File: src/rtl/rrat_restore_if.sv
// rrat_restore_if: retire/rename-side signals of the RRAT restore sequencer.
// RESTORE_STATS_EN adds the restore counter and the sticky restart flag.
interface rrat_restore_if #(
  parameter int NUM_PHYS_REGS = 64,
  parameter int NUM_ARCH_REGS = 35
);
  localparam int PW = $clog2(NUM_PHYS_REGS);
  localparam int AW = $clog2(NUM_ARCH_REGS);
  logic          Flush_req_IN;
  logic          Pipe_empty_IN;
  logic [PW-1:0] RRAT_ptr_IN;
  logic [AW-1:0] RRAT_idx_OUT;
  logic          RAT_write_OUT;
  logic [AW-1:0] RAT_arch_OUT;
  logic [PW-1:0] RAT_phys_OUT;
  logic          Flush_OUT;
  logic          Stall_OUT;
  logic          Done_OUT;
`ifdef RESTORE_STATS_EN
  logic [15:0]   Restore_count_OUT;
  logic          Restart_seen_OUT;
`endif
  modport slave (
    input  Flush_req_IN, Pipe_empty_IN, RRAT_ptr_IN,
    output RRAT_idx_OUT, RAT_write_OUT, RAT_arch_OUT, RAT_phys_OUT,
    output Flush_OUT, Stall_OUT, Done_OUT
`ifdef RESTORE_STATS_EN
    , output Restore_count_OUT, Restart_seen_OUT
`endif
  );
  modport master (
    output Flush_req_IN, Pipe_empty_IN, RRAT_ptr_IN,
    input  RRAT_idx_OUT, RAT_write_OUT, RAT_arch_OUT, RAT_phys_OUT,
    input  Flush_OUT, Stall_OUT, Done_OUT
`ifdef RESTORE_STATS_EN
    , input Restore_count_OUT, Restart_seen_OUT
`endif
  );
endinterface

File: src/rtl/rrat_restore_ctrl.sv
// rrat_restore_ctrl: flush recovery sequencer (squash, drain, copy RRAT into RAT).
// Optional RESTORE_STATS_EN adds a saturating restore counter and a sticky restart flag.
module rrat_restore_ctrl #(
  parameter int NUM_PHYS_REGS = 64,
  parameter int NUM_ARCH_REGS = 35
) (
  input logic           CLK,
  input logic           RESET,
  rrat_restore_if.slave bus
);
  localparam int AW = $clog2(NUM_ARCH_REGS);
  localparam logic [AW-1:0] LAST = AW'(NUM_ARCH_REGS - 1);
  typedef enum logic [2:0] {IDLE, SQUASH, DRAIN, COPY, DONE} state_t;
  state_t        state_q, state_d;
  logic [AW-1:0] idx_q, idx_d;
  logic          in_copy, restart;
  assign in_copy = state_q == COPY;
  assign restart = in_copy && bus.Flush_req_IN;
  always_ff @(posedge CLK or posedge RESET) begin
    if (RESET) begin
      state_q <= IDLE;
      idx_q   <= '0;
    end else begin
      state_q <= state_d;
      idx_q   <= idx_d;
    end
  end
  // a flush during COPY restarts recovery and wins over the last-index completion
  always_comb begin
    state_d = state_q;
    idx_d   = idx_q;
    case (state_q)
      IDLE:   state_d = bus.Flush_req_IN ? SQUASH : IDLE;
      SQUASH: state_d = DRAIN;
      DRAIN: begin
        state_d = bus.Pipe_empty_IN ? COPY : DRAIN;
        idx_d   = '0;
      end
      COPY: begin
        state_d = restart ? SQUASH : (idx_q == LAST) ? DONE : COPY;
        idx_d   = (restart || idx_q == LAST) ? '0 : idx_q + 1'b1;
      end
      DONE:    state_d = IDLE;
      default: state_d = IDLE;
    endcase
  end
  assign bus.Flush_OUT     = state_q == SQUASH;
  assign bus.Done_OUT      = state_q == DONE;
  assign bus.Stall_OUT     = state_q != IDLE;
  assign bus.RAT_write_OUT = in_copy;
  assign bus.RRAT_idx_OUT  = in_copy ? idx_q : '0;
  assign bus.RAT_arch_OUT  = in_copy ? idx_q : '0;
  assign bus.RAT_phys_OUT  = in_copy ? bus.RRAT_ptr_IN : '0;
`ifdef RESTORE_STATS_EN
  logic [15:0] count_q, count_d;
  logic        seen_q, seen_d;
  always_ff @(posedge CLK or posedge RESET) begin
    if (RESET) begin
      count_q <= '0;
      seen_q  <= 1'b0;
    end else begin
      count_q <= count_d;
      seen_q  <= seen_d;
    end
  end
  always_comb begin
    count_d = (state_q == DONE && count_q != 16'hFFFF) ? count_q + 16'd1 : count_q;
    seen_d  = seen_q || restart;
  end
  assign bus.Restore_count_OUT = count_q;
  assign bus.Restart_seen_OUT  = seen_q;
`endif
endmodule

File: src/flat_wrapper.sv
// flat-port wrapper written by rule: the top's interface ports become plain ports
module rrat_restore_ctrl_flat 
#(
  parameter int NUM_PHYS_REGS = 64,
  parameter int NUM_ARCH_REGS = 35
)
  (CLK, RESET, bus_Flush_req_IN, bus_Pipe_empty_IN, bus_RRAT_ptr_IN, bus_RRAT_idx_OUT, bus_RAT_write_OUT, bus_RAT_arch_OUT, bus_RAT_phys_OUT, bus_Flush_OUT, bus_Stall_OUT, bus_Done_OUT);
  rrat_restore_if #(.NUM_PHYS_REGS(NUM_PHYS_REGS), .NUM_ARCH_REGS(NUM_ARCH_REGS)) bus_i ();
  input logic CLK;
  input logic RESET;
  input wire logic [$bits(bus_i.Flush_req_IN)-1:0] bus_Flush_req_IN;
  input wire logic [$bits(bus_i.Pipe_empty_IN)-1:0] bus_Pipe_empty_IN;
  input wire logic [$bits(bus_i.RRAT_ptr_IN)-1:0] bus_RRAT_ptr_IN;
  output wire logic [$bits(bus_i.RRAT_idx_OUT)-1:0] bus_RRAT_idx_OUT;
  output wire logic [$bits(bus_i.RAT_write_OUT)-1:0] bus_RAT_write_OUT;
  output wire logic [$bits(bus_i.RAT_arch_OUT)-1:0] bus_RAT_arch_OUT;
  output wire logic [$bits(bus_i.RAT_phys_OUT)-1:0] bus_RAT_phys_OUT;
  output wire logic [$bits(bus_i.Flush_OUT)-1:0] bus_Flush_OUT;
  output wire logic [$bits(bus_i.Stall_OUT)-1:0] bus_Stall_OUT;
  output wire logic [$bits(bus_i.Done_OUT)-1:0] bus_Done_OUT;
  assign bus_i.Flush_req_IN = bus_Flush_req_IN;
  assign bus_i.Pipe_empty_IN = bus_Pipe_empty_IN;
  assign bus_i.RRAT_ptr_IN = bus_RRAT_ptr_IN;
  assign bus_RRAT_idx_OUT = bus_i.RRAT_idx_OUT;
  assign bus_RAT_write_OUT = bus_i.RAT_write_OUT;
  assign bus_RAT_arch_OUT = bus_i.RAT_arch_OUT;
  assign bus_RAT_phys_OUT = bus_i.RAT_phys_OUT;
  assign bus_Flush_OUT = bus_i.Flush_OUT;
  assign bus_Stall_OUT = bus_i.Stall_OUT;
  assign bus_Done_OUT = bus_i.Done_OUT;
  rrat_restore_ctrl #(.NUM_PHYS_REGS(NUM_PHYS_REGS), .NUM_ARCH_REGS(NUM_ARCH_REGS)) u_core (.CLK(CLK), .RESET(RESET), .bus(bus_i));
endmodule
File: config.mk
export PLATFORM = sky130hd
export DESIGN_NAME = rrat_restore_ctrl_flat
export DESIGN_NICKNAME = d
export VERILOG_FILES = /design/src/rtl/rrat_restore_if.sv /design/src/rtl/rrat_restore_ctrl.sv /design/src/flat_wrapper.sv
export SDC_FILE = /design/constraint.sdc
export NUM_CORES = 1
export LEC_CHECK = 0
export CAP_MARGIN = 20
export CORE_MARGIN = 3
export CORE_UTILIZATION = 43
export DETAILED_ROUTE_END_ITERATION = 8
export PLACE_DENSITY = 0.83
export SYNTH_ARGS = -nofsm -noshare
export SYNTH_HDL_FRONTEND = slang
export SYNTH_SLANG_ARGS = --single-unit
File: constraint.sdc
create_clock -name CLK -period 3.59 [get_ports CLK]
set_input_delay 1.077 -clock CLK [delete_from_list [all_inputs] [get_ports CLK]]
set_output_delay 1.077 -clock CLK [all_outputs]
set_load 0.05 [all_outputs]
=== After elaboration in Yosys (flattened, before gate mapping) ===
Index checks and enable logic that the tools add are counted.

* Register bits after elaboration: 9
* Input port bits: 10
* Output and inout bits: 22

* Add/sub/neg operators: 1
* Eq/ne operators: 5
* Muxes and demuxes: 9
* Reduce and logical (&&, ||, !) cells: 5

{| class="wikitable"
|+ Operator list
! operator !! count
|-
| 2-to-1 mux 6 bit || 3
|-
| one-hot mux 3 bit (4 select lines) || 1
|-
| one-hot mux 6 bit (2 select lines) || 1
|-
| adder 6 x 1 -> 6 bit (second input constant) || 1
|-
| equality test 3 x 2 -> 1 bit (second input constant) || 2
|-
| equality test 6 bit (second input constant) || 1
|-
| 2-to-1 mux 3 bit || 2
|-
| equality test 3 x 1 -> 1 bit (second input constant) || 1
|-
| equality test 3 bit (second input constant) || 1
|-
| zero test 3 bit || 1
|-
| nonzero test 3 bit || 1
|-
| 2-to-1 mux 1 bit || 2
|-
| nonzero test 2 bit || 1
|-
| logical AND 1 bit || 1
|-
| logical OR 1 bit || 1
|}

=== Depth between registers and ports, before layout ===
Gate-level depths: netlist of the first run.

* Depth in word-level cells: 5
* Mapped depth: 5

=== Worst setup path after synthesis of the first run ===
Ideal clock, no wire load.

* Path type: reg2out
* Start: register u_core.state_q[1]
* End: output bus_RRAT_idx_OUT[1]
* Arrival time: 1.862 ns
* Required time: 2.513 ns
* Path slack: 0.651 ns
* Cell stages (with the launch flop): 6
* Path buffers: 3
* Cells stage by stage: dfrtp_1 buf_2 and3b_1 buf_2 and2_1 buf_4

* Cells in the longest elaborated chain, start to end: 2

{| class="wikitable"
|+ RTL lines
! element !! RTL line !! text
|-
| from (decl) || rrat_restore_ctrl.sv:14 || <nowiki>state_t state_q, state_d;</nowiki>
|-
| from (signal assigned) || rrat_restore_ctrl.sv:24 || <nowiki>state_q <= state_d;</nowiki>
|-
| equality test 3 x 2 -> 1 bit || rrat_restore_ctrl.sv:17 || <nowiki>assign in_copy = state_q == COPY;</nowiki>
|-
| named net bus_RAT_write_OUT || flat_wrapper.sv:15 || <nowiki>output wire logic [$bits(bus_i.RAT_write_OUT)-1:0] bus_RAT_write_OUT;</nowiki>
|-
| 2-to-1 mux 6 bit || n/a ||
|-
| to (decl) || flat_wrapper.sv:14 || <nowiki>output wire logic [$bits(bus_i.RRAT_idx_OUT)-1:0] bus_RRAT_idx_OUT;</nowiki>
|}

The timed path passes the listed nets, and every way through them passes these cells.

=== Final worst setup path of the first run ===
* Start: register u_core.state_q[1]
* End: output bus_RRAT_idx_OUT[1]

* Cells in the longest elaborated chain, start to end: 2

{| class="wikitable"
|+ RTL lines
! element !! RTL line !! text
|-
| equality test 3 x 2 -> 1 bit || rrat_restore_ctrl.sv:17 ||
|-
| 2-to-1 mux 6 bit || rrat_restore_ctrl.sv:51 || <nowiki>assign bus.RRAT_idx_OUT = in_copy ? idx_q : '0;</nowiki>
|}

Every way passes these cells.

==> results of run 1 <==
-- worst max-delay path by stage --
stage | start | endpoint | slack, ns | cells after the start
after global placement | u_core.state_q[1]$_DFF_PP0_ | bus_RRAT_idx_OUT[1] | 0.59 | 3
after floorplan | u_core.state_q[1]$_DFF_PP0_ | bus_RRAT_idx_OUT[1] | 0.65 | 5
after global routing | u_core.state_q[0]$_DFF_PP0_ | bus_RAT_arch_OUT[1] | 0.09 | 3
after CTS | u_core.state_q[1]$_DFF_PP0_ | bus_RRAT_idx_OUT[1] | 0.24 | 3
final | u_core.state_q[1]$_DFF_PP0_ | bus_RRAT_idx_OUT[1] | 0.26 | 3
after detailed placement | u_core.state_q[1]$_DFF_PP0_ | bus_RRAT_idx_OUT[1] | 0.52 | 3
-- layout make-up --
cell class,instances,area [um2]
clock buffers,4,26.3
fillers,93,357
inverters,5,18.8
multi-input cells,53,383
flip-flops and latches,9,225
well taps,15,18.8
repair buffers,31,370
-- power by group --
group	total [mW]	switching (mW)	leakage [nW]	internal [mW]
sequential	0.171	0.0489	0.118	0.122
clock	0.0797	0.0368	0.0150	0.0429
combinational	0.488	0.288	0.289	0.200
total	0.739	0.374	0.422	0.365
-- per-stage QoR --
| stage | util | instance area (um2) | std cells | setup slack, ns |
|---|---|---|---|---|
| floorplan | - | 696 | 78 | 0.651 |
| global placement | 0.726 | 1020 | 113 | 0.588 |
| detailed placement | 0.726 | 1020 | 113 | 0.515 |
| CTS | 0.745 | 1040 | 117 | 0.238 |
| global route | 0.745 | 1040 | 117 | 0.0945 |
| finish | 0.745 | 1040 | 117 | 0.264 |
-- cells in the final DEF (no fill, tap or decap), drive strengths merged, types with 2 or more instances in the layout --
| master | netlist | final |
|---|---|---|
| dfrtp | 9 | 9 |
| nand4bb | 2 | 2 |
| o21ai | 6 | 6 |
| clkdlybuf4s50 | 0 | 25 |
| inv | 5 | 5 |
| and2 | 12 | 12 |
| o31ai | 2 | 2 |
| clkbuf | 1 | 4 |
| nand2 | 5 | 5 |
| nand2b | 3 | 3 |
| nand3 | 2 | 2 |
| buf | 10 | 6 |
| nor3b | 4 | 4 |
| or3 | 2 | 2 |
| ha | 2 | 2 |
-- logic make-up (layout without fill, tap and decap cells) --
family | count (synthesis) | after routing | synth area share
DFF | 9 | 9 | 0.324
AOI/OAI and AO/OA | 15 | 15 | 0.147
adders and majority gates | 2 | 2 | 0.0360
buffers and inverters | 16 | 40 | 0.126
and+or+nand+nor | 35 | 35 | 0.353
muxes | 1 | 1 | 0.0144
-- worst max-delay path, delay by kind of cell (launching register included) --
kind,cells,cell delay (ns)
buffers and inverters,1,0.81
flip-flops,1,0.56
AND/OR/NAND/NOR,2,0.61
-- sequential cells by signal, indices dropped and copies added (netlist names) --
name and count:
u_core.idx_q 6, u_core.state_q 3
-- metal layers --
layer	global-route usage	routed length (um)	up-vias
met1	0.236	651	296
met5	0	0	-
li1	-	-	309
met2	0.272	798	20
met4	0.0682	25	0
met3	0.0352	87	4
==> impl_metrics.env, run 1 <==
export IMPL_gr_total_overflow=0
export IMPL_yosys_warnings=0
export IMPL_hold_viol_final=0
export IMPL_hold_buffers=0
export IMPL_syn_avg_cell_area_um2=8.92
export IMPL_nets=115
export IMPL_clk_latency_ns=0.27
export IMPL_cts_buffers=3
export IMPL_viasPerCell=5.38
export IMPL_tightest_slew_ns=0.509
export IMPL_cts_tree="built"
export IMPL_grt_max_degree=14
export IMPL_first_global_vias=566
export IMPL_syn_to_final_growth_pct=49.8
export IMPL_relSlewSlack=0.660
export IMPL_hold_path_startpoint="u_core.idx_q[0]$_DFFE_PP0P_"
export IMPL_setup_violations_final=0
export IMPL_drt_pass1_iterations=4
export IMPL_ys_flop_type="dfrtp_1"
export IMPL_cp_end_kind="output pin"
export IMPL_power_mw=0.739
export IMPL_fp_dieW_um=46.2
export IMPL_cap_violations=0
export IMPL_drc=0
export IMPL_crit_arrival_ns=2.25
export IMPL_ys_seq_elements=9
export IMPL_fmax_mhz=301
export IMPL_crit_required_ns=2.51
export IMPL_cp_start_kind="register"
export IMPL_cts_root_buf="clkbuf_4"
export IMPL_synth_top_cell_by_area="dfrtp_1"
export IMPL_antenna_found_initial=0
export IMPL_hp_class="reg2reg"
export IMPL_ys_types=31
export IMPL_vias=629
export IMPL_path_cells="and3b_1 > and2_1 > clkdlybuf4s50_1"
export IMPL_skew_ns=0.00656
export IMPL_drt_wl_total_um=1560
export IMPL_clock_path_buffers=2
export IMPL_clkSlewWorstSetupHoldPaths_ns=0.06
export IMPL_run_status="complete, no violations"
export IMPL_synth_most_common_cell="and2_1"
export IMPL_p_leak_nw=0.422
export IMPL_holdPathEnd="u_core.idx_q[0]$_DFFE_PP0P_"
export IMPL_syn_area_um2=696
export IMPL_ios=32
export IMPL_reg2reg_from="u_core.idx_q[0]$_DFFE_PP0P_"
export IMPL_p_per_area_mw_per_mm2=709
export IMPL_slew_violations=0
export IMPL_crit_path_max_incr_delay_ns=0.81
export IMPL_ys_seq_area_frac=0.324
export IMPL_rr_worst_depth=5
export IMPL_drtIter0Drc=9
export IMPL_dieArea_mm2=0.00214
export IMPL_vdd_drop_max_mv=0.495
export IMPL_synth_edff_count=0
export IMPL_rsz0062_at_grt="false"
export IMPL_place_hpwl_um=1270
export IMPL_layout_drive_gt1_share=0.127
export IMPL_regToRegSetupSlack_ns=2.16
export IMPL_yosys_top_cells_area="dfrtp_1 (32%), and2_1 (11%), buf_4 (6.5%)"
export IMPL_gp_congestion=0.774
export IMPL_track_usage=0.175
export IMPL_rows=13
export IMPL_htree_levels=1
export IMPL_cts_setup_buffers=0
export IMPL_core_mm2=0.00140
export IMPL_setup_tns_ns=0
export IMPL_grt_pass1_wl_um=2660
export IMPL_antenna_left=0
export IMPL_async_flop_share=1.00
export IMPL_rr_endpoint="u_core.idx_q[2]$_DFFE_PP0P_"
export IMPL_die_y_um=46.2
export IMPL_post_cts_resized=0
export IMPL_crit_fanout=13
export IMPL_crit_type="reg2out"
export IMPL_syn_inst=78
export IMPL_start_util=0.497
export IMPL_io_buffers=31
export IMPL_wire_per_inst_um=13.4
export IMPL_synth_nets=90
export IMPL_cts_sinks=9
export IMPL_synth_top_area_frac=0.324
export IMPL_layout_min_cycle_time_ns=3.33
export IMPL_n_antenna_cell=0
export IMPL_critPathSlowestCell="clkdlybuf4s50_1"
export IMPL_synth_common_cells="and2_1 (12), dfrtp_1 (9), buf_4 (6), inv_1 (5), nand2_1 (5)"
export IMPL_hold_worst_slack_ns=0.572
export IMPL_worstHoldPathCells=1
export IMPL_period_share=0.926
Note: power is estimated with default switching activity, not from simulation.
==> run 2, diff against run 1 <==
--- a/config.mk
+++ b/config.mk
@@ -5,9 +5,10 @@
 export SDC_FILE = /design/constraint.sdc
 export NUM_CORES = 1
 export LEC_CHECK = 0
+export ABC_AREA = 1
 export CAP_MARGIN = 20
 export CORE_MARGIN = 3
-export CORE_UTILIZATION = 43
+export CORE_UTILIZATION = 44
 export DETAILED_ROUTE_END_ITERATION = 8
 export PLACE_DENSITY = 0.83
 export SYNTH_ARGS = -nofsm -noshare
==> run 2 against run 1 <==
  * Routed wire length decreased by 0.38%
  * First-iteration DRC count increased by 89%
  * Non-clock buffer count unchanged
  * Cell count increased by 20%
  * Global-route usage decreased by 2.2 points
  * Synthesized cell count increased by 24%
  * Die area increased by 5.1%
  * Core utilization decreased by 4.4 points
  * Synthesized area increased by 8.3%
  * Sequential share of layout area decreased by 1.0 points
==> impl_metrics.env, run 2 <==
export IMPL_drt_wl_total_um=1560
export IMPL_grt_max_degree=14
export IMPL_syn_avg_cell_area_um2=7.77
export IMPL_place_hpwl_um=1270
export IMPL_syn_inst=97
export IMPL_viasPerCell=5.06
export IMPL_power_internal_mw=0.334
export IMPL_cts_setup_buffers=0
export IMPL_first_global_vias=553
export IMPL_syn_area_um2=753
export IMPL_io_buffers=31
export IMPL_p_sw_mw=0.391
export IMPL_p_per_area_mw_per_mm2=663
export IMPL_run_status="complete, no violations"
export IMPL_ios=32
export IMPL_cts_sinks=9
export IMPL_hp_class="reg2reg"
export IMPL_htree_levels=1
export IMPL_ys_types=22
export IMPL_setup_tns_ns=0
export IMPL_slew_violations=0
export IMPL_ys_flop_type="dfrtp_1"
export IMPL_drc=0
export IMPL_yosys_warnings=0
export IMPL_crit_type="reg2out"
export IMPL_layout_min_cycle_time_ns=3.23
export IMPL_crit_arrival_ns=2.15
export IMPL_grt_pass1_wl_um=2300
export IMPL_critPathSlowestCell="clkdlybuf4s50_1"
export IMPL_fp_dieW_um=47.4
export IMPL_tightest_slew_ns=0.501
export IMPL_switching_share=0.539
export IMPL_place_area_mm2=0.00107
export IMPL_antenna_left=0
export IMPL_rows=14
export IMPL_synth_edff_count=0
export IMPL_nets=137
export IMPL_fmax_mhz=309
export IMPL_start_util=0.483
export IMPL_post_cts_resized=0
export IMPL_finalInstanceArea_mm2=0.00109
export IMPL_vias=708
export IMPL_final_cell_mix="clkdlybuf4s50_1 (25), inv_1 (19), nand2_1 (15)"
export IMPL_gr_total_overflow=0
export IMPL_largest_reg_flops=6
export IMPL_vdd_drop_max_mv=0.535
export IMPL_cts_root_buf="clkbuf_4"
export IMPL_hold_buffers=0
export IMPL_rsz0062_at_grt="false"
export IMPL_wire_per_inst_um=11.1
export IMPL_synth_most_common_cell="inv_1"
export IMPL_skew_ns=0.00496
export IMPL_p_leak_nw=0.478
export IMPL_crit_path_max_incr_delay_ns=0.82
export IMPL_syn_to_final_growth_pct=45.2
export IMPL_final_common_cell="clkdlybuf4s50_1"
export IMPL_reg_top3="u_core.idx_q (6), u_core.state_q (3)"
export IMPL_async_flop_share=1.00
export IMPL_layout_drive_gt1_share=0.226
export IMPL_synth_top_cell_by_area="dfrtp_1"
export IMPL_cts_tree="built"
export IMPL_cap_violations=0
export IMPL_clock_path_buffers=2
export IMPL_cp_start_kind="register"
export IMPL_crit_required_ns=2.51
export IMPL_ys_seq_elements=9
export IMPL_gp_congestion=0.805
export IMPL_largest_register="u_core.idx_q"
export IMPL_ys_seq_area_frac=0.299
export IMPL_drt_pass1_iterations=4
export IMPL_track_usage=0.153
export IMPL_dieArea_mm2=0.00224
export IMPL_drtIter0Drc=17
export IMPL_pwr_share_clk=0.106
export IMPL_power_frac_comb=0.689
export IMPL_die_y_um=47.4
export IMPL_crit_fanout=13
export IMPL_clkSlewWorstSetupHoldPaths_ns=0.06
export IMPL_synth_nets=109
export IMPL_hold_viol_final=0
export IMPL_relSlewSlack=0.665
export IMPL_setup_violations_final=0
export IMPL_core_mm2=0.00156
export IMPL_synth_common_cells="inv_1 (19), nand2_1 (15), nor2_4 (10), dfrtp_1 (9), nand3_1 (8)"
export IMPL_clk_latency_ns=0.26
export IMPL_cp_end_kind="output pin"
export IMPL_period_share=0.900
export IMPL_n_antenna_cell=0
export IMPL_path_cells="nand2_1 > nor2_2 > inv_2 > nor2_1 > clkdlybuf4s50_1"
export IMPL_antenna_found_initial=0
export IMPL_power_frac_seq=0.205
export IMPL_cts_buffers=3
export IMPL_synth_top_area_frac=0.299
export IMPL_yosys_top_cells_area="dfrtp_1 (30%), nor2_4 (15%), inv_1 (9.5%)"
-- run 2: path summary, 6_finish.rpt --
path | from | to | slack (ns) | cells past startpoint
hold / removal | u_core.idx_q[0]$_DFFE_PP0P_ | u_core.idx_q[0]$_DFFE_PP0P_ | 0.57 | 2
min in group asynchronous | RESET | u_core.idx_q[5]$_DFFE_PP0P_ | 1.07 | 2
setup reg to reg | u_core.idx_q[0]$_DFFE_PP0P_ | u_core.idx_q[3]$_DFFE_PP0P_ | 2.10 | 7
setup / recovery | u_core.state_q[0]$_DFF_PP0_ | bus_RRAT_idx_OUT[5] | 0.36 | 5
max in group asynchronous | RESET | u_core.idx_q[3]$_DFFE_PP0P_ | 2.27 | 2
hold reg to reg | u_core.idx_q[0]$_DFFE_PP0P_ | u_core.idx_q[0]$_DFFE_PP0P_ | 0.57 | 2
-- run 2: layout make-up --
class                           count  area, um2
Timing Repair Buffer               31        370
Tap cell                           16       20.0
Sequential cell                     9        225
Inverter                           21       78.8
Fill cell                         129        465
Multi-Input combinational cell     59        373
Clock buffer                        4       26.3
-- run 2: metal layers --
metal,vias to the layer above,GRT usage,part of all wire
met4,0,0.0994,0.015
met1,323,0.172,0.39
met2,33,0.251,0.50
met5,-,0,0
met3,4,0.0383,0.094
li1,348,-,-
-- run 2: through the flow --
step / instances / hold WS, ns / setup slack (ns) / power [mW] / util
final: 140 / 0.568 / 0.358 / 0.725 / 0.701
after detailed placement: 136 / 0.544 / 0.599 / 0.645 / 0.685
after CTS: 140 / 0.578 / 0.343 / 0.728 / 0.701
after global placement: 136 / 0.513 / 0.611 / 0.636 / 0.685
after global routing: 140 / 0.599 / 0.220 / 0.768 / 0.701
after floorplan: 97 / 0.487 / 0.386 / 0.518 / -
-- run 2: logic make-up (layout without fill, tap and decap cells) --
logic type                 count (synthesis)  in the layout  share of synthesized area
and+or+nand+nor                           50             50                      0.400
buffers and inverters                     29             56                      0.206
DFF                                        9              9                      0.299
AOI/OAI and AO/OA                          6              6                     0.0498
adders and majority gates                  2              2                     0.0332
xor gates and xnor gates                   1              1                     0.0116
-- run 2: power groups by stage --
stage | Clock (mW) | Sequential (mW) | Combinational (mW)
after floorplan | 0 | 0.144 | 0.374
after global placement | 0 | 0.147 | 0.489
after detailed placement | 0 | 0.150 | 0.496
after CTS | 0.0805 | 0.148 | 0.500
after global routing | 0.0854 | 0.154 | 0.529
final | 0.0769 | 0.148 | 0.499
-- run 2: critical path: cells and delay by family, from the launching register on --
family / cells / cell delay [ns]
and+or+nand+nor: 3 / 0.45
buffers and inverters: 2 / 1.03
DFF: 1 / 0.41
